$ cat src/rtl/fetch_prefetch_queue_if.sv
// Fetch front-end bundle: redirect, memory request/response and
// core delivery signals between the prefetch queue and its neighbours.
interface fetch_prefetch_queue_if #(
  parameter int ADDR_W  = 64,
  parameter int INSTR_W = 32,
  parameter int OCC_W   = 3
);
  logic               redirect_valid;
  logic [ADDR_W-1:0]  redirect_pc;
  logic               mem_req_valid;
  logic [ADDR_W-1:0]  mem_req_addr;
  logic               mem_req_ready;
  logic               mem_rsp_valid;
  logic [INSTR_W-1:0] mem_rsp_data;
  logic               inst_valid;
  logic [ADDR_W-1:0]  inst_pc;
  logic [INSTR_W-1:0] inst_data;
  logic               inst_ready;
  logic [OCC_W-1:0]   occupancy;

  modport slave (
    input  redirect_valid,
    input  redirect_pc,
    input  mem_req_ready,
    input  mem_rsp_valid,
    input  mem_rsp_data,
    input  inst_ready,
    output mem_req_valid,
    output mem_req_addr,
    output inst_valid,
    output inst_pc,
    output inst_data,
    output occupancy
  );

  modport master (
    output redirect_valid,
    output redirect_pc,
    output mem_req_ready,
    output mem_rsp_valid,
    output mem_rsp_data,
    output inst_ready,
    input  mem_req_valid,
    input  mem_req_addr,
    input  inst_valid,
    input  inst_pc,
    input  inst_data,
    input  occupancy
  );
endinterface

$ cat src/rtl/fetch_prefetch_queue.sv
// Sequential instruction prefetcher: issues word fetches, buffers in-order
// responses and hands {pc, instr} to decode; redirects flush and restart.
module fetch_prefetch_queue #(
  parameter int              DEPTH    = 4,
  parameter int              ADDR_W   = 64,
  parameter int              INSTR_W  = 32,
  parameter logic [ADDR_W-1:0] RESET_PC = '0
) (
  input  logic                 clk,
  input  logic                 reset,
  fetch_prefetch_queue_if.slave bus
);
  localparam int PTR_W = $clog2(DEPTH);
  localparam int OCC_W = PTR_W + 1;
  localparam int CNT_W = OCC_W + 4;

  logic [ADDR_W-1:0]  r_pc   [DEPTH];
  logic [INSTR_W-1:0] r_data [DEPTH];
  logic [DEPTH-1:0]   r_filled;
  logic [PTR_W-1:0]   r_head;
  logic [PTR_W-1:0]   r_tail;
  logic [PTR_W-1:0]   r_fptr;
  logic [OCC_W-1:0]   r_occ;
  logic [OCC_W-1:0]   r_npend;
  logic [CNT_W-1:0]   r_discard;
  logic [ADDR_W-1:0]  r_fetch_pc;

  logic               w_full;
  logic               w_alloc;
  logic               w_pop;
  logic               w_fill;
  logic               w_drop;
  logic [CNT_W-1:0]   w_outst;
  logic [CNT_W-1:0]   w_disc_nxt;

  assign w_full = (r_occ == OCC_W'(DEPTH));

  assign bus.mem_req_valid = !reset && !bus.redirect_valid && !w_full;
  assign bus.mem_req_addr  = r_fetch_pc;
  assign bus.inst_valid    = !reset && r_filled[r_head];
  assign bus.inst_pc       = r_pc[r_head];
  assign bus.inst_data     = r_data[r_head];
  assign bus.occupancy     = r_occ;

  assign w_alloc = bus.mem_req_valid && bus.mem_req_ready;
  assign w_pop   = bus.inst_valid && bus.inst_ready;
  assign w_drop  = bus.mem_rsp_valid && (r_discard != '0);
  assign w_fill  = bus.mem_rsp_valid && (r_discard == '0)
                && (r_npend != '0);

  // In flight = live pending entries plus already-orphaned requests;
  // a response landing in the redirect cycle is one of them.
  assign w_outst    = r_discard + CNT_W'(r_npend);
  assign w_disc_nxt = w_outst
                    - CNT_W'(bus.mem_rsp_valid && (w_outst != '0));

  always_ff @(posedge clk) begin
    if (reset) begin
      for (int i = 0; i < DEPTH; i++) begin
        r_pc[i]   <= '0;
        r_data[i] <= '0;
      end
      r_filled   <= '0;
      r_head     <= '0;
      r_tail     <= '0;
      r_fptr     <= '0;
      r_occ      <= '0;
      r_npend    <= '0;
      r_discard  <= '0;
      r_fetch_pc <= RESET_PC;
    end else if (bus.redirect_valid) begin
      r_filled   <= '0;
      r_head     <= '0;
      r_tail     <= '0;
      r_fptr     <= '0;
      r_occ      <= '0;
      r_npend    <= '0;
      r_discard  <= w_disc_nxt;
      r_fetch_pc <= {bus.redirect_pc[ADDR_W-1:2], 2'b00};
    end else begin
      if (w_alloc) begin
        r_pc[r_tail] <= r_fetch_pc;
        r_tail       <= r_tail + 1'b1;
        r_fetch_pc   <= r_fetch_pc + ADDR_W'(4);
      end
      if (w_fill) begin
        r_data[r_fptr]   <= bus.mem_rsp_data;
        r_filled[r_fptr] <= 1'b1;
        r_fptr           <= r_fptr + 1'b1;
      end
      if (w_pop) begin
        r_filled[r_head] <= 1'b0;
        r_head           <= r_head + 1'b1;
      end
      if (w_drop)
        r_discard <= r_discard - 1'b1;
      r_occ   <= r_occ + OCC_W'(w_alloc) - OCC_W'(w_pop);
      r_npend <= r_npend + OCC_W'(w_alloc) - OCC_W'(w_fill);
    end
  end
endmodule
$ cat src/flat_wrapper.sv
// flat-port wrapper written by rule: the top's interface ports become plain ports
module fetch_prefetch_queue_flat 
#(
  parameter int              DEPTH    = 4,
  parameter int              ADDR_W   = 64,
  parameter int              INSTR_W  = 32,
  parameter logic [ADDR_W-1:0] RESET_PC = '0
)
  (clk, reset, bus_redirect_valid, bus_redirect_pc, bus_mem_req_ready, bus_mem_rsp_valid, bus_mem_rsp_data, bus_inst_ready, bus_mem_req_valid, bus_mem_req_addr, bus_inst_valid, bus_inst_pc, bus_inst_data, bus_occupancy);
  fetch_prefetch_queue_if #(.ADDR_W(ADDR_W), .INSTR_W(INSTR_W)) bus_i ();
  input  logic clk;
  input  logic reset;
  input wire logic [$bits(bus_i.redirect_valid)-1:0] bus_redirect_valid;
  input wire logic [$bits(bus_i.redirect_pc)-1:0] bus_redirect_pc;
  input wire logic [$bits(bus_i.mem_req_ready)-1:0] bus_mem_req_ready;
  input wire logic [$bits(bus_i.mem_rsp_valid)-1:0] bus_mem_rsp_valid;
  input wire logic [$bits(bus_i.mem_rsp_data)-1:0] bus_mem_rsp_data;
  input wire logic [$bits(bus_i.inst_ready)-1:0] bus_inst_ready;
  output wire logic [$bits(bus_i.mem_req_valid)-1:0] bus_mem_req_valid;
  output wire logic [$bits(bus_i.mem_req_addr)-1:0] bus_mem_req_addr;
  output wire logic [$bits(bus_i.inst_valid)-1:0] bus_inst_valid;
  output wire logic [$bits(bus_i.inst_pc)-1:0] bus_inst_pc;
  output wire logic [$bits(bus_i.inst_data)-1:0] bus_inst_data;
  output wire logic [$bits(bus_i.occupancy)-1:0] bus_occupancy;
  assign bus_i.redirect_valid = bus_redirect_valid;
  assign bus_i.redirect_pc = bus_redirect_pc;
  assign bus_i.mem_req_ready = bus_mem_req_ready;
  assign bus_i.mem_rsp_valid = bus_mem_rsp_valid;
  assign bus_i.mem_rsp_data = bus_mem_rsp_data;
  assign bus_i.inst_ready = bus_inst_ready;
  assign bus_mem_req_valid = bus_i.mem_req_valid;
  assign bus_mem_req_addr = bus_i.mem_req_addr;
  assign bus_inst_valid = bus_i.inst_valid;
  assign bus_inst_pc = bus_i.inst_pc;
  assign bus_inst_data = bus_i.inst_data;
  assign bus_occupancy = bus_i.occupancy;
  fetch_prefetch_queue #(.DEPTH(DEPTH), .ADDR_W(ADDR_W), .INSTR_W(INSTR_W), .RESET_PC(RESET_PC)) u_core (.clk(clk), .reset(reset), .bus(bus_i));
endmodule
$ cat config.mk
export PLATFORM = sky130hd
export DESIGN_NAME = fetch_prefetch_queue_flat
export DESIGN_NICKNAME = d
export VERILOG_FILES = /design/src/rtl/fetch_prefetch_queue_if.sv /design/src/rtl/fetch_prefetch_queue.sv /design/src/flat_wrapper.sv
export SDC_FILE = /design/constraint.sdc
export NUM_CORES = 1
export LEC_CHECK = 0
export CAP_MARGIN = 20
export CORE_AREA = 2 2 206 309
export DETAILED_ROUTE_END_ITERATION = 7
export DIE_AREA = 0 0 208 311
export GPL_TIMING_DRIVEN = 0
export SLEW_MARGIN = 20
export SYNTH_ARGS = -nofsm -noshare
export SYNTH_HDL_FRONTEND = slang
export SYNTH_SLANG_ARGS = --single-unit
$ cat constraint.sdc
create_clock -name clk -period 5.53 [get_ports clk]
set_input_delay 0.8295 -clock clk [delete_from_list [all_inputs] [get_ports clk]]
set_output_delay 0.8295 -clock clk [all_outputs]
set_load 0.05 [all_outputs]
==> results.cfg <==
[outcome]
status = completed

[clock_network]
htreeDepth = 2
cts_made_buffers = 47
cts_sinks = 463
cts_max_path_buffers = 3
path_clk_slew_ns = 0.07
post_cts_resized = 0
clock_latency_ns = 0.62
cts_root_buffer = clkbuf_16
cts_tree = built
cts_hold_buf = 0
postCtsSetupBuffers = 0

[placement]
dpl.hpwl_um = 47500
place_ws_ns = 0.269
portBuffers = 260
place_inst = 2687
gp_congestion = 0.936

[power]
ir_drop_v = 0.000243
leakage_nw = 9.55
powerDensity_nw_per_um2 = 317

[finish]
seq_area_um2 = 13000
fin_nets = 2062
drive_gt1_share_pct = 11.9
finalNonFillerCells = 2776
area_growth_pct = 25.7
fillCellCount = 5708
multi_input_area_um2 = 7900

[min_path]
hold_path.class = register to register

[synth]
synth_most_common_cell = edfxtp_1
synth_cell_types = 69
syn_inst = 1616
yosys.area.top_type_share_pct = 52.6
synthesis.area_um2 = 21500
synthFlopType = edfxtp_1
synth_common_cells = edfxtp_1, and2_1, clkbuf_1, mux4_2, dfxtp_1
synthTopCellsByArea = edfxtp_1, mux4_2, and2_1, dfxtp_1, and3_1
async_flop_share_pct = 0
synth_edf_count = 376
ys_seq_area_share_pct = 60.7
yosys.area.top_type = edfxtp_1
post_synth.cell_area_avg_um2 = 13.3
ys_ff_latch = 463
yosysWarnings = 0

[global_route]
antenna_found_initial = 3
grt_max_degree = 38
grt_pass1_vias = 15400
grt_pass1_wl_um = 100000
gr-total-overflow = 0
grtUsageTotal_pct = 20.7

[sta]
clock.fmax_mhz = 215
clock_skew_ns = 0.0430
setup_viol = 0
finalMaxSlewViolations = 0
worst_slew_margin_rel_pct = 31.2
period_minus_slack_ns = 4.65
timing.hold.ws_ns = 0.520
timing.final.crit_share_pct = 84.0
rsz0062_at_grt = no
worst_slack_ns = 0.883
worst_pin_slew_ns = 1.03
finalHoldViolCount = 0
setup_tns_ns = 0

[route]
wl_per_cell_um = 24.4
remaining_drc_errors = 0
ant_nets = 0
firstDrtPassIters = 5
via_count = 14800
avgViaCountPerCell = 5.32
first_iter_violations = 1433
routed_wl_um = 67700

[floorplanning]
fp.dieArea_um2 = 64700
io_pins = 267
die_w_um = 208
rows = 112
core_um2 = 61900
die_h_um = 311
start_util_pct = 34.7

[flow_run]
drv_cap = 0

[critical_path]
end_kind = primary output
critPathRequiredTime_ns = 4.70
critPathLaunchType = register
critPathMaxFanout = 10
criticalPathCategory = register to primary output
ff2ff_setup_slack_ns = 1.63
arrival_ns = 3.82
[report_power, final]
| part | switching, mW | internal [mW] | total (mW) |
|---|---|---|---|
| Clock | 1.47 | 1.96 | 3.43 |
| Combinational | 0.689 | 0.402 | 1.09 |
| Sequential | 0.117 | 3.93 | 4.04 |
| Total | 2.27 | 6.29 | 8.56 |
[final cells by class]
type / instances / share of cell area, %
diodes: 2 / 0.0186
plain buffers: 122 / 1.87
clock buffers: 55 / 4.58
clock inverters: 32 / 1.51
inverters: 24 / 0.334
multi-input cells: 1010 / 29.3
flip-flops and latches: 463 / 48.3
well taps: 798 / 3.70
repair buffers: 270 / 10.4
[metrics by stage]
step	power [mW]	utilization (%)	instance area [µm²]
finish	8.56	43.6	27000
global route	8.82	43.6	27000
CTS	8.62	43.5	27000
detailed placement	5.21	40.9	25300
global placement	5.17	40.5	25100
floorplan	4.74	-	21500
[worst paths after layout]
kind | start | to | cells after the start
setup / recovery | register | bus_inst_pc[23] | 5
hold reg to reg | u_core.r_filled[1] | u_core.r_filled[1] | 2
hold / removal | u_core.r_filled[1] | u_core.r_filled[1] | 2
setup reg to reg | u_core.r_discard[1] | u_core.r_data[0][27] | 7
[worst max-delay path, cell delays in order (launching register included)]
cell and delay, ns:
dfxtp_1 0.31, clkbuf_1 0.19, buf_2 0.49, buf_1 0.82
mux4_2 0.66, clkdlybuf4s50_1 0.74
[sequential cells by signal, indices dropped and copies added, names as in the netlist, named ones only]
name                     count
u_core.bus.occupancy         3
u_core.r_fptr                2
u_core.r_head                2
u_core.bus.mem_req_addr     62
u_core.r_discard             7
u_core.r_npend               3
u_core.r_filled              4
u_core.r_pc                248
u_core.r_data              128
u_core.r_tail                2
[routing by layer]
layer	vias to the layer above	share of wire, %	GRT usage (%)
met5	-	0.012	0
met3	134	6.8	3.75
met1	7414	38	24.7
met2	609	52	37.0
li1	6616	-	-
met4	2	3.6	7.45
[placed cells by master, fill, tap and decap left out, types with 19 or more instances in the layout]
| master | Yosys | routed |
|---|---|---|
| nand2_1 | 82 | 82 |
| o21ai_0 | 23 | 23 |
| and3_1 | 75 | 75 |
| nand4_1 | 23 | 23 |
| and2_1 | 319 | 319 |
| dfxtp_1 | 87 | 87 |
| clkbuf_16 | 0 | 47 |
| inv_1 | 23 | 23 |
| a21oi_1 | 43 | 43 |
| ha_1 | 19 | 19 |
| nand3_1 | 30 | 30 |
| nor3_1 | 19 | 19 |
| mux4_2 | 95 | 95 |
| edfxtp_1 | 376 | 376 |
| xnor2_1 | 27 | 27 |
| clkbuf_1 | 95 | 98 |
| clkdlybuf4s50_1 | 0 | 260 |
| nor2_1 | 72 | 70 |
[kinds of logic (layout without fill, tap and decap cells)]
family / after synthesis / after routing / share of synthesized area, %
AND/OR/NAND/NOR: 685 / 685 / 18.4
flip-flops: 463 / 463 / 60.7
buffers and inverters: 146 / 503 / 2.75
AO/OA/AOI/OAI: 145 / 145 / 4.28
multiplexers: 110 / 110 / 10.7
XOR/XNOR: 44 / 44 / 1.79
adder cells (fa/ha/maj): 22 / 22 / 1.39
other: 1 / 6 / 0.0175
(Power assumes the default switching activity.)
